**src/rtl/divisor8_pkg.sv**
```systemverilog
// Shared constants and FSM state encoding for the 8-bit restoring divider.
package divisor8_pkg;
  localparam int WIDTH = 8;
  localparam int ITER  = 8;

  localparam logic [1:0] IDLE = 2'd0;
  localparam logic [1:0] CALC = 2'd1;
  localparam logic [1:0] DONE = 2'd2;
endpackage

```
**src/rtl/divisor8_subtrator8.sv**
```systemverilog
// 8-bit ripple-borrow subtractor: d[7:0] = x - y, d[8] = borrow out.
module subtrator8 (
  input  logic [7:0] x,
  input  logic [7:0] y,
  output logic [8:0] d
);
  logic br;

  always_comb begin
    br = 1'b0;
    d  = '0;
    for (int i = 0; i < 8; i++) begin
      d[i] = x[i] ^ y[i] ^ br;
      br   = (~x[i] & y[i]) | (~(x[i] ^ y[i]) & br);
    end
    d[8] = br;
  end
endmodule

```
**src/rtl/divisor8.sv**
```systemverilog
// Unsigned 8-bit restoring divider, one quotient bit per clock, MSB first.
// Define DIVISOR8_DIVZERO_EN to add the err port and a 1-cycle divide-by-zero path.
module divisor8
  import divisor8_pkg::*;
(
  input  logic             clk,
  input  logic             rst,
  input  logic             start,
  input  logic [WIDTH-1:0] a,
  input  logic [WIDTH-1:0] b,
  output logic             busy,
  output logic             done,
  output logic [WIDTH-1:0] q,
  output logic [WIDTH-1:0] r
`ifdef DIVISOR8_DIVZERO_EN
  ,
  output logic             err
`endif
);
  logic [1:0]       state;
  logic [2:0]       cnt;
  logic [WIDTH-1:0] a_sh;
  logic [WIDTH-1:0] b_lat;
  logic [WIDTH-1:0] p;
  logic [WIDTH-1:0] q_acc;
  logic [WIDTH-1:0] p_shift;
  logic [WIDTH-1:0] p_next;
  logic [WIDTH:0]   diff;
  logic             no_borrow;
  logic             last_iter;
  logic             accept;

  // P never exceeds the dividend prefix seen so far, so 8 bits hold the shifted value.
  assign p_shift = {p[WIDTH-2:0], a_sh[WIDTH-1]};

  subtrator8 u_sub (
    .x (p_shift),
    .y (b_lat),
    .d (diff)
  );

  assign no_borrow = ~diff[WIDTH];
  assign p_next    = no_borrow ? diff[WIDTH-1:0] : p_shift;
  assign last_iter = (cnt == 3'(ITER - 1));
  assign accept    = start && ((state == IDLE) || (state == DONE));
  assign busy      = (state == CALC);
  assign done      = (state == DONE);

  always_ff @(posedge clk) begin
    if (rst) begin
      state <= IDLE;
      cnt   <= '0;
      a_sh  <= '0;
      b_lat <= '0;
      p     <= '0;
      q_acc <= '0;
      q     <= '0;
      r     <= '0;
`ifdef DIVISOR8_DIVZERO_EN
      err   <= 1'b0;
`endif
    end else begin
      case (state)
        IDLE, DONE: begin
          if (accept) begin
            a_sh  <= a;
            b_lat <= b;
            p     <= '0;
            q_acc <= '0;
            cnt   <= '0;
`ifdef DIVISOR8_DIVZERO_EN
            // Divide-by-zero short-circuits straight to a result.
            if (b == '0) begin
              state <= DONE;
              q     <= '1;
              r     <= a;
              err   <= 1'b1;
            end else begin
              state <= CALC;
            end
`else
            state <= CALC;
`endif
          end else begin
            state <= IDLE;
          end
        end
        CALC: begin
          a_sh  <= a_sh << 1;
          p     <= p_next;
          q_acc <= {q_acc[WIDTH-2:0], no_borrow};
          cnt   <= cnt + 3'd1;
          if (last_iter) begin
            state <= DONE;
            q     <= {q_acc[WIDTH-2:0], no_borrow};
            r     <= p_next;
`ifdef DIVISOR8_DIVZERO_EN
            err   <= 1'b0;
`endif
          end
        end
        default: state <= IDLE;
      endcase
    end
  end
endmodule

```
**config.mk**
```make
export PLATFORM = sky130hd
export DESIGN_NAME = divisor8
export DESIGN_NICKNAME = d
export VERILOG_FILES = /design/src/rtl/divisor8_pkg.sv /design/src/rtl/divisor8_subtrator8.sv /design/src/rtl/divisor8.sv
export SDC_FILE = /design/constraint.sdc
export NUM_CORES = 1
export LEC_CHECK = 0
export BUFFER_PORTS_ARGS = -buffer_cell sky130_fd_sc_hd__buf_4
export CAP_MARGIN = 20
export CELL_PAD_IN_SITES_DETAIL_PLACEMENT = 0
export CELL_PAD_IN_SITES_GLOBAL_PLACEMENT = 1
export CORE_ASPECT_RATIO = 1.1
export CORE_MARGIN = 2
export CORE_UTILIZATION = 42
export DETAILED_ROUTE_END_ITERATION = 12
export PLACE_DENSITY = 0.89
export SYNTH_ARGS = -nofsm -noshare
export SYNTH_HDL_FRONTEND = slang
export SYNTH_HIERARCHICAL = 1
export SYNTH_SLANG_ARGS = --single-unit
```
**constraint.sdc**
```tcl
create_clock -name clk -period 5.27 [get_ports clk]
set_clock_uncertainty 0.05 [all_clocks]
set_input_delay 0 -clock clk [delete_from_list [all_inputs] [get_ports clk]]
set_output_delay 0 -clock clk [all_outputs]
set_load 0.01 [all_outputs]
```
==> flow_summary.ini <==
[timing]
setup_viol = 0
period_share = 0.740
max_slew_margin = 0.503
rsz0062_at_grt = false
finalSetupTns_ps = 0
fmax_mhz = 256
finalHoldViolCount = 0
tightest_slew_ps = 745
min_period_ps = 3900
final-max-slew-violation-count = 0

[cts]
cts_resized = 0
post-cts-setup-buffer-count = 0
clk_pin_slew_ps = 90
htree_levels = 2
cts-buffers-inserted = 5
root_buffer = clkbuf_8
hold_buffers = 16
tritoncts = done
clockBufferDepth = 2
clk_latency_ps = 300
clock-sinks = 51

[drt]
drt-initial-drc-count = 70
drt-total-wl_um = 4530
drc = 0
dr.pass1.iters = 5
dr_total_vias = 1865
vias_per_cell = 4.84
antenna_left = 0
wl_per_cell_um = 11.8

[synthesis]
synth_nets = 299
ys.flop_type = dfxtp_1
synth_top_area_frac = 0.438
synthArstFlopShare = 0
ys_seq_area_frac = 0.438
ys_ff_latch = 51
synth_edf_count = 0
netlist_area_um2 = 2330
synth_cell_types = 28
synth-warning-count = 6
synthTopCellsByArea = dfxtp_1 (44%), nand2_1 (9.5%), a21oi_1 (6.9%), fa_1 (6.0%), nor2_1 (4.0%)
postSynthAreaPerCell_um2 = 8.62
synth_area_leader_cell = dfxtp_1
synthCells = 270

[setup_path]
worstReg2RegEnd = p[6]$_SDFFE_PP0P_
cp_max_fo = 10
cp-start-kind = flip-flop
cp.arrival_ps = 4050
worstSetupPathType = flip-flop to flip-flop
reg2reg_slack_ps = 1370
cp.required_ps = 5420
endpoint_kind = flip-flop
rr_worst_depth = 16
worstReg2RegStart = a_sh[7]$_SDFFE_PP0P_

[finish]
antenna_cells = 0
nets = 339
drive_gt1_frac = 0.197
area_delta_synth_final_pct = 19.7
final_core_util = 0.520
seq_area_um2 = 1020
final_common_cell = nand2_1
multi_input_area_um2 = 1060
mostFrequentLayoutCells = nand2_1 (59), dfxtp_1 (51), buf_4 (39)
nFillCells = 536

[power_and_ir_drop]
power_frac_comb = 0.179
powerDensity_nw_per_um2 = 278
leakagePower_nw = 1.13
p_clk_frac = 0.291
ir_worst_vdd_v = 0.000118
swShare = 0.267
p_total_w = 0.000774
p_int_w = 0.000567
p_switching_w = 0.000206
seqPwrFrac = 0.531

[worst_hold_path]
hold_path.class = primary input to flip-flop
hp-start = start
hold_path_depth = 4
whs_endpoint = a_sh[4]$_SDFFE_PP0P_

[grt]
grt_pass1_vias = 1738
grt_pass1_wl_um = 7510
grt_max_degree = 52
grt_overflow = 0
antenna_found_initial = 0
grt_usage = 0.157

[run]
max_cap_violations = 0

[floorplanning]
dieArea_um2 = 6160
die_h_um = 82.1
start_util = 0.434
die_w_um = 75.0
core_um2 = 5360
io_pins = 37
row_count = 28

[place]
dpl.hpwl_um = 2820
routabilityCongestion = 0.734
io_buffers = 36

[status]
status = complete, no violations
synth_stat cells (3+ instances only):
cell      number
a211oi_2       3
a21oi_1       32
a311oi_1       3
a311oi_2       4
buf_4          6
buf_6          7
clkbuf_1       6
dfxtp_1       51
fa_1           7
ha_1           3
inv_1         18
mux2_2         6
nand2_1       59
nand2b_1       4
nand3_1       17
nor2_1        25
nor3_1         6
state kept, by name, summed over array words and instances (netlist names):
signal / cells
a_sh: 8
b_lat: 8
cnt: 3
p: 7
q: 8
q_acc: 7
r: 8
state: 2
logic make-up (layout without fill, tap and decap cells):
logic type                 Yosys count  after routing  synth area share
AOI/OAI and AO/OA                   44             44             0.130
adders and majority gates           10             10            0.0763
buffers and inverters               41             81             0.107
DFF                                 51             51             0.438
muxes                                8              8            0.0376
and+or+nand+nor                    116            116             0.211
power by group through the flow:
stage | registers (W) | logic [W] | clock network [W]
6_report | 0.000411 | 0.000138 | 0.000225
5_1_grt | 0.000413 | 0.000158 | 0.000245
4_1_cts | 0.000411 | 0.000138 | 0.000231
3_5_place_dp | 0.000420 | 0.000128 | 0
3_3_place_gp | 0.000420 | 0.000126 | 0
2_1_floorplan | 0.000417 | 0.000113 | 0
worst max-delay path: stages, from the launching register on:
cell and delay, ps:
dfxtp_1 350, inv_1 50, ha_1 170, inv_1 70, fa_1 170, inv_1 50, fa_1 370, fa_1 390
fa_1 380, fa_1 380, fa_1 360, inv_1 70, fa_1 150, inv_1 190, mux2i_1 300, nor2_1 80
o21ba_2 210
area by class of cell:
cell class	instances	share of cell area
tap	75	0.0337
timing repair buffer	55	0.163
multi-input combinational	178	0.380
sequential	51	0.366
clock inverter	1	0.00180
inverter	19	0.0260
clock buffer	6	0.0296
through the flow:
| stage | worst slack [ps] | hold WS (ps) | std cells | instance area (um^2) |
|---|---|---|---|---|
| after floorplan | 1490 | 86.0 | 270 | 2330 |
| after global placement | 1450 | 203 | 361 | 2530 |
| after detailed placement | 1390 | 208 | 361 | 2530 |
| after CTS | 1360 | 118 | 384 | 2780 |
| after global routing | 1120 | 123 | 385 | 2790 |
| final | 1370 | 107 | 385 | 2790 |
per-layer routing:
layer / up-vias / track usage / wire length [um]
met1: 870 / 0.205 / 2170
met5: - / 0 / 0
met2: 37 / 0.259 / 2100
li1: 952 / - / -
met4: 0 / 0.0500 / 54
met3: 6 / 0.0328 / 202
worst max path at each step:
stage,startpoint,endpoint,slack [ps],cells after the start
CTS,a_sh[7]$_SDFFE_PP0P_,p[6]$_SDFFE_PP0P_,1360,16
floorplan,a_sh[7]$_SDFFE_PP0P_,p[6]$_SDFFE_PP0P_,1490,18
detailed placement,a_sh[7]$_SDFFE_PP0P_,p[6]$_SDFFE_PP0P_,1390,16
global route,a_sh[7]$_SDFFE_PP0P_,p[6]$_SDFFE_PP0P_,1120,16
global placement,a_sh[7]$_SDFFE_PP0P_,p[6]$_SDFFE_PP0P_,1450,16
finish,a_sh[7]$_SDFFE_PP0P_,p[6]$_SDFFE_PP0P_,1370,16
(Power assumes the default switching activity.)
